## config.mk

```make
export PLATFORM = sky130hd
export DESIGN_NAME = weight_ram_stream
export DESIGN_NICKNAME = d
export VERILOG_FILES = /design/src/rtl/weight_ram_stream.sv
export SDC_FILE = /design/constraint.sdc
export NUM_CORES = 1
export LEC_CHECK = 0
export BUFFER_PORTS_ARGS = -buffer_cell sky130_fd_sc_hd__buf_2
export CAP_MARGIN = 20
export CORE_UTILIZATION = 45
export DETAILED_ROUTE_END_ITERATION = 12
export HOLD_SLACK_MARGIN = 0.02
export PLACE_DENSITY = 0.62
export SLEW_MARGIN = 20
export SYNTH_ARGS = -nofsm -noshare
export SYNTH_HDL_FRONTEND = slang
export SYNTH_SLANG_ARGS = --single-unit
```

## constraint.sdc

```tcl
create_clock -name clk -period 2.35 [get_ports clk]
set_input_delay 0.3525 -clock clk [delete_from_list [all_inputs] [get_ports clk]]
set_output_delay 0.3525 -clock clk [all_outputs]
set_load 0.02 [all_outputs]
```

## src/rtl/weight_ram_stream.sv

```systemverilog
// Purpose    : addressable weight RAM with a burst read engine that streams one neuron's fan-in to a MAC stage.
// Latency    : rd_start sampled at edge T, first beat valid after edge T+2, then one beat per clock.
// Backpressure: a 2-entry skid buffer absorbs the 1-cycle RAM latency; reads are only issued when a slot is guaranteed.
//
// Ports:
//   clk, rst_n                     clock, asynchronous active-low reset
//   wr_enable, wr_addr, wr_data    write port, usable at any time (read-first on collision)
//   rd_start, rd_base, rd_len      single-cycle burst request; length clamped to the RAM depth
//   rd_ready                       downstream accepts o_data this cycle
//   o_data, o_valid, o_last        streamed weight, valid, final-beat marker
//   busy                           burst accepted and not fully delivered
//   err                            one-cycle pulse after an rd_start that arrived while busy
module weight_ram_stream #(
   parameter int    RAM_WIDTH     = 32,
   parameter int    RAM_ADDR_BITS = 5,
   parameter string DATA_FILE     = ""
) (
   input  logic                     clk,
   input  logic                     rst_n,
   input  logic                     wr_enable,
   input  logic [RAM_ADDR_BITS-1:0] wr_addr,
   input  logic [RAM_WIDTH-1:0]     wr_data,
   input  logic                     rd_start,
   input  logic [RAM_ADDR_BITS-1:0] rd_base,
   input  logic [RAM_ADDR_BITS:0]   rd_len,
   input  logic                     rd_ready,
   output logic [RAM_WIDTH-1:0]     o_data,
   output logic                     o_valid,
   output logic                     o_last,
   output logic                     busy,
   output logic                     err
);

   localparam int DEPTH = 2**RAM_ADDR_BITS;

   localparam logic [1:0] S_IDLE  = 2'd0;
   localparam logic [1:0] S_READ  = 2'd1;
   localparam logic [1:0] S_DRAIN = 2'd2;

   localparam logic [RAM_ADDR_BITS:0]   MAX_LEN  = (RAM_ADDR_BITS+1)'(DEPTH);
   localparam logic [RAM_ADDR_BITS:0]   LEN_ONE  = (RAM_ADDR_BITS+1)'(1);
   localparam logic [RAM_ADDR_BITS-1:0] ADDR_ONE = RAM_ADDR_BITS'(1);

   // storage
   logic [RAM_WIDTH-1:0] mem [DEPTH];
   logic [RAM_WIDTH-1:0] ram_q;

   // read engine
   logic [1:0]               state;
   logic [RAM_ADDR_BITS-1:0] rd_addr;
   logic [RAM_ADDR_BITS:0]   issue_left;   // reads still to be issued in this burst
   logic [RAM_ADDR_BITS:0]   start_len;
   logic                     rd_en;
   logic                     ram_vld;      // ram_q holds a word that enters the buffer next edge
   logic                     ram_last;     // that word is the final beat of the burst

   // skid buffer, entry 0 is the head presented on the output
   logic [RAM_WIDTH-1:0] buf0_dat;
   logic [RAM_WIDTH-1:0] buf1_dat;
   logic                 buf0_last;
   logic                 buf1_last;
   logic [1:0]           occ;
   logic                 push;
   logic                 pop;

   assign start_len = (rd_len > MAX_LEN) ? MAX_LEN : rd_len;

   assign push = ram_vld;
   assign pop  = (occ != 2'd0) && rd_ready;

   // A read is issued only if its word is guaranteed a buffer slot: buffered plus in-flight
   // words must stay below two, counting the beat that leaves this cycle so that a
   // continuously ready consumer sees no bubbles.
   assign rd_en = (state == S_READ) && ((({1'b0, ram_vld} + occ) < 2'd2) || pop);

   assign o_data  = buf0_dat;
   assign o_valid = (occ != 2'd0);
   assign o_last  = buf0_last && (occ != 2'd0);
   assign busy    = (state != S_IDLE);

   // Block-RAM style array: no reset, read-first on a same-address write.
   always_ff @(posedge clk) begin
      if (wr_enable) begin
         mem[wr_addr] <= wr_data;
      end
      if (rd_en) begin
         ram_q <= mem[rd_addr];
      end
   end

   always_ff @(posedge clk or negedge rst_n) begin
      if (!rst_n) begin
         state      <= S_IDLE;
         rd_addr    <= '0;
         issue_left <= '0;
         ram_vld    <= 1'b0;
         ram_last   <= 1'b0;
         err        <= 1'b0;
      end else begin
         // Any request seen while not idle is dropped, including the cycle the last beat leaves.
         err     <= rd_start && (state != S_IDLE);
         ram_vld <= rd_en;
         if (rd_en) begin
            ram_last <= (issue_left == LEN_ONE);
         end
         case (state)
            S_IDLE: begin
               if (rd_start && (rd_len != '0)) begin
                  rd_addr    <= rd_base;
                  issue_left <= start_len;
                  state      <= S_READ;
               end
            end
            S_READ: begin
               if (rd_en) begin
                  // address wraps naturally at the RAM depth
                  rd_addr    <= rd_addr + ADDR_ONE;
                  issue_left <= issue_left - LEN_ONE;
                  if (issue_left == LEN_ONE) begin
                     state <= S_DRAIN;
                  end
               end
            end
            S_DRAIN: begin
               if (pop && buf0_last) begin
                  state <= S_IDLE;
               end
            end
            default: state <= S_IDLE;
         endcase
      end
   end

   always_ff @(posedge clk or negedge rst_n) begin
      if (!rst_n) begin
         occ       <= 2'd0;
         buf0_dat  <= '0;
         buf0_last <= 1'b0;
         buf1_dat  <= '0;
         buf1_last <= 1'b0;
      end else begin
         case ({push, pop})
            2'b10: begin
               if (occ == 2'd0) begin
                  buf0_dat  <= ram_q;
                  buf0_last <= ram_last;
               end else begin
                  buf1_dat  <= ram_q;
                  buf1_last <= ram_last;
               end
               occ <= occ + 2'd1;
            end
            2'b01: begin
               buf0_dat  <= buf1_dat;
               buf0_last <= buf1_last;
               occ       <= occ - 2'd1;
            end
            2'b11: begin
               if (occ == 2'd1) begin
                  buf0_dat  <= ram_q;
                  buf0_last <= ram_last;
               end else begin
                  buf0_dat  <= buf1_dat;
                  buf0_last <= buf1_last;
                  buf1_dat  <= ram_q;
                  buf1_last <= ram_last;
               end
            end
            default: begin
            end
         endcase
      end
   end

endmodule
```

Word-level counts from Yosys, hierarchy flattened
Memories as Yosys holds them, arrays and structs flattened. A register that Yosys moved wholly into a read port is not among the register bits.
Cells that the tools add are included.
{"block": "word_totals", "ff_bits": 84, "mem_bits_rw": 1024, "wordCells": 80, "memories": 1}
{"block": "classes", "n_addsub": 5, "magnitude_cmp": 2, "eq_ne": 14, "muxes": 27, "reduce_logical": 20}
{"memory": "mem", "words": 32, "word_bits": 32, "read_ports": 1, "rd_clocked_by_memory_dff": 1, "write_ports": 1, "line": "45", "text": "logic [RAM_WIDTH-1:0] mem [DEPTH];"}
{"cell": "two-way mux 32 bit", "n": 4}
{"cell": "one-hot mux 32 bit (3 select lines)", "n": 1}
{"cell": "one-hot mux 32 bit (2 select lines)", "n": 1}
{"cell": "two-way mux 6 bit", "n": 3}
{"cell": "inequality test 2 bit, second input constant", "n": 6}
{"cell": "one-hot mux 6 bit (2 select lines)", "n": 1}
{"cell": "two-way mux 5 bit", "n": 2}
{"cell": "one-hot mux 5 bit (2 select lines)", "n": 1}
{"cell": "nonzero test 2 bit", "n": 5}
{"cell": "two-way mux 2 bit", "n": 4}
{"cell": "== test 2 x 1 -> 1 bit, second input constant", "n": 3}
{"cell": "== test 2 bit, second input constant", "n": 3}
{"cell": "== test 6 x 1 -> 1 bit, second input constant", "n": 1}
{"cell": "greater-than comparator 6 bit, second input constant", "n": 1}
{"cell": "logical AND 1 bit", "n": 6}
{"cell": "two-way mux 1 bit", "n": 6}
{"cell": "one-hot mux 2 bit (3 select lines)", "n": 1}
{"cell": "AND reduction 3 bit", "n": 2}
{"cell": "nonzero test 6 bit", "n": 1}
{"cell": "subtractor 6 x 1 -> 6 bit, second input constant", "n": 1}
{"cell": "adder 5 x 1 -> 5 bit, second input constant", "n": 1}
{"cell": "logical NOT 2 bit", "n": 2}
{"cell": "one-hot mux 2 bit (2 select lines)", "n": 1}
{"cell": "AND reduction 4 bit", "n": 1}
{"cell": "other kinds (10)", "n": 10}

Longest topological paths before layout
Gate-level depths: netlist (run 1).
{"block": "logic_depth", "ltp_word": 6, "mapped_depth": 10}

Least setup slack after synthesis (run 1)
No wires, ideal clock.
{"block": "synth_path", "path_type": "in2reg", "from": "input wr_addr[1]", "to": "memory mem[12][0] (enable)", "setup_time_ns": 0.421, "t_arrival_ns": 2.365, "required_time_ns": 1.929, "path_slack_ns": -0.437, "stages": 3, "cell_sequence": "or3b_2 > clkbuf_1 > nor2_1"}
{"item": "start, declared", "line": "21", "text": "input logic [RAM_ADDR_BITS-1:0] wr_addr,"}
{"item": "end, declared", "line": "45"}
No word-level cell before the write port.

==> run metrics, run 1 <==
P&R area growth vs syn=16.8%; Syn Inst Count=2111; CP Launch Type=flip-flop; Post-Syn Area=43700 sq um; TNS Setup=0 ns; most frequent cell after synthesis=edfxtp_1; syn_nets=2172; core area=95600 sq um; worst slew pin tran=0.932 ns; Rel. slew slack=37.4%; Max Transition Viols Final=0; drc violations=0; GRT overflow=0; number of global-route vias before repair=22400; top-area cell type share of the netlist area=72.6%; port bufs=88; MaxCap Viol Count=0; Core Util, Final=53.4%; asr flop ratio synth=7.37%; H-tree depth=3; latest clock arrival within the worst-skew pair=0.68 ns; hold_sp=rd_base[1]; Total Routing Usage GR=22.4%; Seq cells post-synth=1140; Mapped Avg Cell Area=20.7 sq um; Fmax=436 MHz; Worst-path clk slew=0.06 ns; Post-synth top flop=edfxtp_1; Synth area leaders=edfxtp_1 (73%), mux4_2 (9.9%), dfrtp_1 (4.8%); antenna violations before repair=5; warnings from Yosys=0; Synth area leader=edfxtp_1; register area share after synthesis=77.5%; CP endpoint kind=flip-flop; pwr/cell area=1160 nW/um^2; Required @ worst endpoint=2.73 ns; beginning of the worst register-to-register path=rd_addr[0]$_DFFE_PN0P_; largest net degree at the start of global routing=45; CTS Root Cell=clkbuf_16; status=finished, final reports clean; RSZ-0062 raised after global routing=true; 1st-pass router iterations=8; Static Leak=16.7 nW; global-route wire length before repair=157 mm; HP Class=input pin to flip-flop; 1st-iter DRT viols=2299; CTS Buf Count=111; Die Ht=313 um; top cells by count, synth=edfxtp_1 (1056), mux4_2 (191), mux2i_1 (130), a22oi_1 (129), dfrtp_1 (84); WL/cell=29.5 um; fin nets=2421; CP arrival=2.67 ns; DR vias=22300; gp weighted congestion=0.817; CP max FO=29; Hold Vio Cnt, Final=0; Final ANT Viol Nets=0; CTS Sinks=1140; row cnt=113; share of layout cells above drive strength 1=27.8%; Critical Path Source=rd_addr[0]$_DFFE_PN0P_; TritonCTS clock tree=done; Final setup viols=0; die footprint=98300 sq um; Initial Utilization=45.7%; EDFF count, synth=1056; crit path kind=flip-flop to flip-flop; Period minus WS final=2.29 ns; Via density=5.99; clock buffer depth=3; Die Span X=313 um; Setup Skew=0.0181 ns; synth unique cells=54; hpwl dp=61.9 mm; drt total wl=110 mm; Top-Level Pins=89; period utilization=97.5%; VDD IR max=0.733 mV
[cells in the final DEF (no fill, tap or decap), types with 37 or more instances in the layout]
cell type     n
o21ai_0      44
mux2_2       37
mux4_2      191
a21oi_1      40
buf_12       72
edfxtp_1   1056
buf_2        87
nand2_1      46
a22oi_1     129
buf_4        89
mux2i_1     129
dfrtp_1      79
clkbuf_16   114
[worst paths after layout]
check / slack, ns / depth (start not counted) / end
setup / recovery: 0.06 / 5 / ram_q[13]$_DFFE_PP_
hold / removal: 0.07 / 4 / rd_addr[1]$_DFFE_PN0P_
setup reg to reg: 0.06 / 5 / ram_q[13]$_DFFE_PP_
hold reg to reg: 0.47 / 2 / o_data[13]$_DFFE_PN0P_
max in group asynchronous: 1.52 / 3 / buf1_dat[10]$_DFFE_PN0P_
min in group asynchronous: 0.21 / 2 / o_data[29]$_DFFE_PN0P_
[critical path, cell delays in order, from the launching register on]
cell,delay (ns)
dfrtp_4,0.43
buf_12,0.15
buf_16,0.23
mux4_2,0.53
a211oi_1,0.35
a22oi_1,0.25
[routing by layer]
metal  wire length (um)  GRT usage, %  vias up
met5                 23             0        -
met4               2660          6.14        4
met3               8260          3.64      182
met2              54700          37.5      964
met1              44100          30.7    11800
li1                   -             -     9353
[flip-flops by register name, indices dropped and copies added (netlist names), 2 cells and up]
signal and count:
occ 2, ram_q 32, rd_addr 5, o_data 32, issue_left 6, state 2, mem 1024, buf1_dat 32
[where the power goes]
part           switching, mW  internal (mW)  leakage [nW]  total [mW]
Combinational           9.52           8.06          4.53        17.6
Clock                   7.34           9.40          1.66        16.7
Sequential              1.08           23.8          10.6        24.9
Total                   17.9           41.3          16.7        59.2
[logic make-up after synthesis]
logic type / synth area share [%]
mux: 13.8
xor+xnor: 0.0401
fa+ha+maj: 0.229
compound gates: 5.41
flops: 77.5
buf+inv: 1.72
simple gates: 1.36
[stage by stage]
stage	hold slack (ns)	power, mW	std cells	worst slack (ns)	cell area, sq um
2_1_floorplan	0.0569	36.2	2111	-0.437	43700
5_1_grt	0.0568	61.5	3718	-0.0292	51000
3_5_place_dp	0.371	42.5	3501	-0.0680	47400
3_3_place_gp	0.367	42.2	3501	-0.0241	47400
6_report	0.0739	59.2	3718	0.0590	51000
4_1_cts	0.0326	59.3	3713	0.00182	50900
[cell type report]
class / instances / area [sq um]
Antenna cell: 1 / 2.50
Multi-Input combinational cell: 836 / 9430
Inverter: 14 / 53.8
Clock inverter: 64 / 503
Sequential cell: 1140 / 33800
Fill cell: 7377 / 44600
Timing Repair Buffer: 257 / 2700
Clock buffer: 141 / 2910
Tap cell: 1265 / 1580
[repair_timing]
| item | 4_1_cts | 5_1_grt |
|---|---|---|
| hold endpoints to repair | 44 | 0 |
| gates cloned | 0 | 2 |
| setup buffers | 2 | 2 |
| hold buffers | 5 | 0 |
| gates resized for setup | 3 | 9 |
| setup endpoints to repair | 38 | 66 |
Note: power is estimated with default switching activity, not from simulation.
==> inputs of run 2 (changes only) <==
==> constraint.sdc (replaced) <==
create_clock -name clk -period 2.35 [get_ports clk]
set_input_delay 0.5875 -clock clk [delete_from_list [all_inputs] [get_ports clk]]
set_output_delay 0.5875 -clock clk [all_outputs]
set_load 0.02 [all_outputs]
==> run 2 against run 1 <==
Register-to-register slack improved by 0.03 ns; via count rose by 0.44%; utilization rose by 0.064 points; maximum frequency rose by 1.4%; sequential share of layout area fell by 0.072 points; critical endpoint is now ram_q[0]$_DFFE_PP_.
==> run metrics, run 2 (synthesis gave the netlist of run 1 again) <==
status=finished, final reports clean; commonest cells after routing, fill and taps aside=edfxtp_1 (1056), mux4_2 (191), mux2i_1 (129); fin nets=2420 (-0.041%); number of global-route vias before repair=22600 (+0.92%); worst slew pin tran=0.600 ns (-0.332 ns); Period minus WS final=2.26 ns (-0.0318 ns); GRT overflow=0 (unchanged); Rel. slew slack=60.0% (+23 points); latest clock arrival within the worst-skew pair=0.68 ns (about the same); Final setup viols=0 (unchanged); CTS Buf Count=113 (+1.8%); Critical Path Source=rd_addr[0]$_DFFE_PN0P_; drc violations=0 (unchanged); CP Launch Type=flip-flop; H-tree depth=3 (unchanged); Hold Vio Cnt, Final=0 (unchanged); die footprint=98300 sq um (unchanged); n_diodes=0 (-1); Placed Cells=3506 (+0.14%); Initial Utilization=45.7% (unchanged); fin cells=3714 (-0.11%); Top-Level Pins=89 (unchanged); gp weighted congestion=0.818 (about the same); CTS Sinks=1140 (unchanged); hold slack=0.205 ns (+0.131 ns); pwr/cell area=1160 nW/um^2 (+0.35%); Biggest register=mem; commonest non-fill, non-tap cell in the layout=edfxtp_1; CP endpoint kind=flip-flop; DR vias=22400 (+0.44%); hold_sp=rd_start; TNS Setup=0 ns (unchanged); P&R area growth vs syn=17.0%; drt total wl=106 mm (-3.0%); Worst-path clk slew=0.06 ns (about the same); Largest register FFs=1024 (unchanged); Via density=6.02 (+0.54%); Max Transition Viols Final=0 (unchanged); WL/cell=28.7 um (-2.9%); CTS Root Cell=clkbuf_16; CP arrival=2.64 ns (-0.03 ns); 1st-pass router iterations=5 (-3); Required @ worst endpoint=2.73 ns (about the same); 1st-iter DRT viols=2607 (+13%); share of layout cells above drive strength 1=27.7% (-0.088 points); Die Ht=313 um (unchanged); Setup Skew=0.0253 ns (+0.00718 ns); RSZ-0062 raised after global routing=false; beginning of the worst register-to-register path=rd_addr[0]$_DFFE_PN0P_; HP Class=input pin to flip-flop; final setup margin=0.0908 ns (+0.0318 ns); Die Span X=313 um (unchanged); largest net degree at the start of global routing=62 (+38%); port bufs=88 (unchanged); MaxCap Viol Count=0 (unchanged); Static Leak=16.8 nW (about the same); pre-CTS WS=-0.0707 ns (-0.00268 ns); core area=95600 sq um (unchanged); period utilization=96.1% (-1.4 points); Final ANT Viol Nets=0 (unchanged); hpwl dp=63.2 mm (+2.1%); TritonCTS clock tree=done; global-route wire length before repair=156 mm (-0.83%); antenna violations before repair=4 (-1); Core Util, Final=53.4% (+0.064 points); clock buffer depth=3 (unchanged); Total Routing Usage GR=21.9% (-0.50 points); row cnt=113 (unchanged); CP max FO=23 (-21%); crit path kind=flip-flop to flip-flop; VDD IR max=0.744 mV (+1.4%); Fmax=443 MHz (+1.4%)
==> run 2: repair_timing <==
| action | in CTS | in global routing |
|---|---|---|
| setup buffers | 1 | 1 |
| gates resized for setup | 4 | 4 |
| hold endpoints to repair | 23 | 0 |
| setup endpoints to repair | 4 | 3 |
| hold buffers | 1 | 0 |
==> run 2: path summary, 6_finish.rpt <==
path | slack, ns | end | cells after the start
max | 0.09 | ram_q[0]$_DFFE_PP_ | 5
min | 0.20 | err$_DFF_PN0_ | 3
max reg2reg | 0.09 | ram_q[0]$_DFFE_PP_ | 5
min reg2reg | 0.48 | o_data[14]$_DFFE_PN0P_ | 2
max in group asynchronous | 1.34 | o_data[14]$_DFFE_PN0P_ | 3
min in group asynchronous | 0.36 | o_data[22]$_DFFE_PN0P_ | 2
==> run 2: critical path: stages (launching register included) <==
cell and delay, ns:
dfrtp_4 0.47, buf_12 0.18, buf_12 0.22, mux4_2 0.53, a211oi_1 0.36, a22oi_1 0.19
==> run 2: report_power, final <==
group / leakage, nW / switching (mW) / total, mW / internal (mW)
logic: 4.52 / 9.49 / 17.5 / 8.05
registers: 10.5 / 1.11 / 24.9 / 23.8
clock network: 1.68 / 7.31 / 17.0 / 9.71
==> run 2: stage by stage <==
step           area [sq um]  power (mW)
2_1_floorplan         43700        36.2
3_3_place_gp          47600        42.6
3_5_place_dp          47600        42.8
4_1_cts               51100        59.9
5_1_grt               51100        61.9
6_report              51100        59.5
==> run 2: per-layer routing <==
metal	share of wire, %	routed length (um)	global-route usage [%]	up-vias
met4	2.0	2120	5.03	0
li1	-	-	-	9343
met5	0	0	0	-
met3	7.2	7660	3.20	156
met1	42	45000	31.6	12000
met2	49	51700	35.7	914
==> run 2: cell type report <==
type                            instances  area [sq um]
Fill cell                            7383         44500
Timing Repair Buffer                  254          2720
Clock inverter                         50           455
Clock buffer                          155          3020
Multi-Input combinational cell        836          9410
Inverter                               14          57.6
Sequential cell                      1140         33800
Tap cell                             1265          1580
==> inputs of run 3 (changes only) <==
ABC_CLOCK_PERIOD_IN_PS = 2350   (was unset)
CELL_PAD_IN_SITES_DETAIL_PLACEMENT = 2   (was unset)
CELL_PAD_IN_SITES_GLOBAL_PLACEMENT = 2   (was unset)
PLACE_DENSITY = 0.75   (was 0.62)
==> run 3 against run 2 <==
The flow now finishes with violations (negative setup slack); first-iteration DRC count up 26%; global-route usage is 11 points higher; wire length grew 53%; non-clock buffer count grew 46; final cell count is 1.8% higher; count of clock-buffer cells in the layout shrank 6; power up 9.5%; worst hold slack lost 0.014 ns; critical path type unchanged.
==> run metrics, run 3 (synthesis gave the netlist of run 1 again) <==
CTS Sinks=1140 (unchanged); clock buffer depth=3 (unchanged); Crit Reg-Reg Endpoint=ram_q[17]$_DFFE_PP_; VDD IR max=0.724 mV (-2.7%); r2r worst-path depth=5 (unchanged); worst slew pin tran=0.869 ns (+0.270 ns); latest clock arrival within the worst-skew pair=0.72 ns (+0.04 ns); area of the multi-input gates=9480 sq um (+0.72%); pwr/cell area=1250 nW/um^2 (+7.4%); period utilization=100% (+4.1 points); Sw Share=33.4% (+3.2 points); Die Ht=313 um (unchanged); Max Transition Viols Final=0 (unchanged); grt peak-use layer=met2; HP Class=input pin to flip-flop; hold path depth=3 (unchanged); hpwl dp=90.5 mm (+43%); CP max FO=31 (+35%); antenna violations before repair=14 (+10); CP arrival=2.77 ns (+0.13 ns); Fmax=424 MHz (-4.1%); WL/cell=43.0 um (+50%); met3 usage=8.68% (+5.5 points); Clock Power Share=29.6% (+1.0 points); P&R area growth vs syn=19.3%; crit path kind=flip-flop to flip-flop; H-tree depth=3 (unchanged); power share of the combinational group=31.6% (+2.1 points); DR vias=25000 (+12%); hold_sp=rd_start; 1st-iter DRT viols=3282 (+26%); number of global-route vias before repair=26500 (+17%); core area=95600 sq um (unchanged); hold slack=0.191 ns (-0.0143 ns); Rel. slew slack=42.0% (-18 points); Final Power=65.2 mW (+9.5%); MaxCap Viol Count=0 (unchanged); Worst-path clk slew=0.07 ns (about the same); Setup Skew=0.0366 ns (+0.0113 ns); Required @ worst endpoint=2.76 ns (+0.03 ns); fin cells=3779 (+1.8%); beginning of the worst register-to-register path=rd_addr[1]$_DFFE_PN0P_; share of layout cells above drive strength 1=30.5% (+2.8 points); commonest cells after routing, fill and taps aside=edfxtp_1 (1056), mux4_2 (191), mux2i_1 (129); pre-CTS WS=-0.0710 ns (-0.000259 ns); fin nets=2470 (+2.1%); CP Launch Type=flip-flop; register area=33800 sq um (about the same); Hold Vio Cnt, Final=0 (unchanged); Final ANT Viol Nets=0 (unchanged); Period minus WS final=2.36 ns (+0.0971 ns); hold endpoint=err$_DFF_PN0_; die footprint=98300 sq um (unchanged); largest net degree at the start of global routing=54 (-13%); CP endpoint kind=flip-flop; status=finished with violations; final setup margin=-0.00633 ns (-0.0971 ns); Die Span X=313 um (unchanged); Top-Level Pins=89 (unchanged); Placed Cells=3528 (+0.63%); Static Leak=17.2 nW (+2.9%); 1st-pass router iterations=6 (+1); Seq pwr share=38.8% (-3.1 points); TNS Setup=-0.00633 ns (-0.00633 ns); Total Routing Usage GR=33.1% (+11 points); Reg2Reg Setup Slack=-0.006 ns (-0.10 ns); Via density=6.61 (+9.8%); row cnt=113 (unchanged); commonest non-fill, non-tap cell in the layout=edfxtp_1; GRT overflow=0 (unchanged); failing checks=negative setup slack; Final setup viols=1 (+1); Internal Power=43.4 mW (+4.4%); GR Util met1=42.2% (+11 points); met2 global-route usage=54.6% (+19 points); sw power=21.7 mW (+21%); drt total wl=163 mm (+53%); TritonCTS clock tree=done; Biggest register=mem; port bufs=88 (unchanged); CTS Buf Count=117 (+3.5%); CTS Root Cell=clkbuf_16; number of fill cells in the layout=8055 (+9.1%); Initial Utilization=45.7% (unchanged); gp weighted congestion=0.802 (-1.9%); drc violations=0 (unchanged); global-route wire length before repair=221 mm (+42%); Largest register FFs=1024 (unchanged)
-- run 3: cell types whose count changed in the layout (fill, tap and decap cells not counted), moves of 5 or more --
cell / before / now
clkinv_2: 14 / 20
a211oi_1: 32 / 23
buf_6: 0 / 5
buf_16: 0 / 6
buf_4: 85 / 113
clkinv_1: 22 / 28
buf_12: 82 / 87
clkbuf_1: 40 / 24
a211oi_2: 1 / 10
clkinvlp_4: 2 / 7
diode_2: 0 / 6
clkbuf_16: 114 / 123
-- run 3: worst max path at each step --
stage	startpoint	to	slack [ns]	cells after the start
after floorplan	wr_addr[3]	mem[1][0]$_DFFE_PP_	-0.47	2
after global placement	rd_ready	buf1_dat[26]$_DFFE_PN0P_	0.01	9
after detailed placement	rd_addr[0]$_DFFE_PN0P_	ram_q[7]$_DFFE_PP_	-0.07	6
after CTS	state[1]$_DFFE_PN0P_	busy	-0.03	3
after global routing	occ[1]$_DFFE_PN0P_	buf1_dat[25]$_DFFE_PN0P_	-0.04	10
final	rd_addr[1]$_DFFE_PN0P_	ram_q[17]$_DFFE_PP_	-0.006	5
-- run 3: what timing repair did --
| action | CTS | global route |
|---|---|---|
| resized for setup | 19 | 14 |
| cloned | 0 | 2 |
| buffers inserted | 12 | 12 |
| hold buffers | 1 | 0 |
| hold endpoints to repair | 31 | 0 |
| endpoints found under the setup margin | 18 | 57 |
-- run 3: layout make-up --
cell class	count	area share, %
inverters	14	0.108
clock inverters	69	1.22
repair buffers	300	6.34
well taps	1265	3.04
flip-flops and latches	1140	65.0
multi-input cells	836	18.2
clock buffers	149	6.09
diodes	6	0.0288
-- run 3: worst max-delay path: stages, from the launching register on --
cell	delay, ns
dfrtp_4	0.56
buf_16	0.29
buf_12	0.23
mux4_2	0.33
a211oi_1	0.35
a22oi_1	0.20
-- run 3: per-layer routing --
metal / wire length [um] / vias up / share of wire [%]
met1: 60700 / 13600 / 37
met4: 5890 / 12 / 3.6
met3: 15300 / 324 / 9.4
li1: - / 9468 / -
met5: 86 / - / 0.053
met2: 80700 / 1631 / 50
-- run 3: metrics by stage --
stage / cell area (sq um) / util [%]
5_1_grt: 52100 / 54.5
3_3_place_gp: 47800 / 50.0
3_5_place_dp: 47800 / 50.0
2_1_floorplan: 43700 / -
6_report: 52100 / 54.5
4_1_cts: 51900 / 54.3
-- run 3: power groups by stage --
| stage | registers [mW] | logic (mW) | clock network [mW] |
|---|---|---|---|
| after floorplan | 25.0 | 11.2 | 0 |
| after global placement | 25.4 | 17.7 | 0 |
| after detailed placement | 25.5 | 18.9 | 0 |
| after CTS | 25.2 | 20.0 | 19.4 |
| after global routing | 25.4 | 21.3 | 20.0 |
| final | 25.3 | 20.6 | 19.3 |
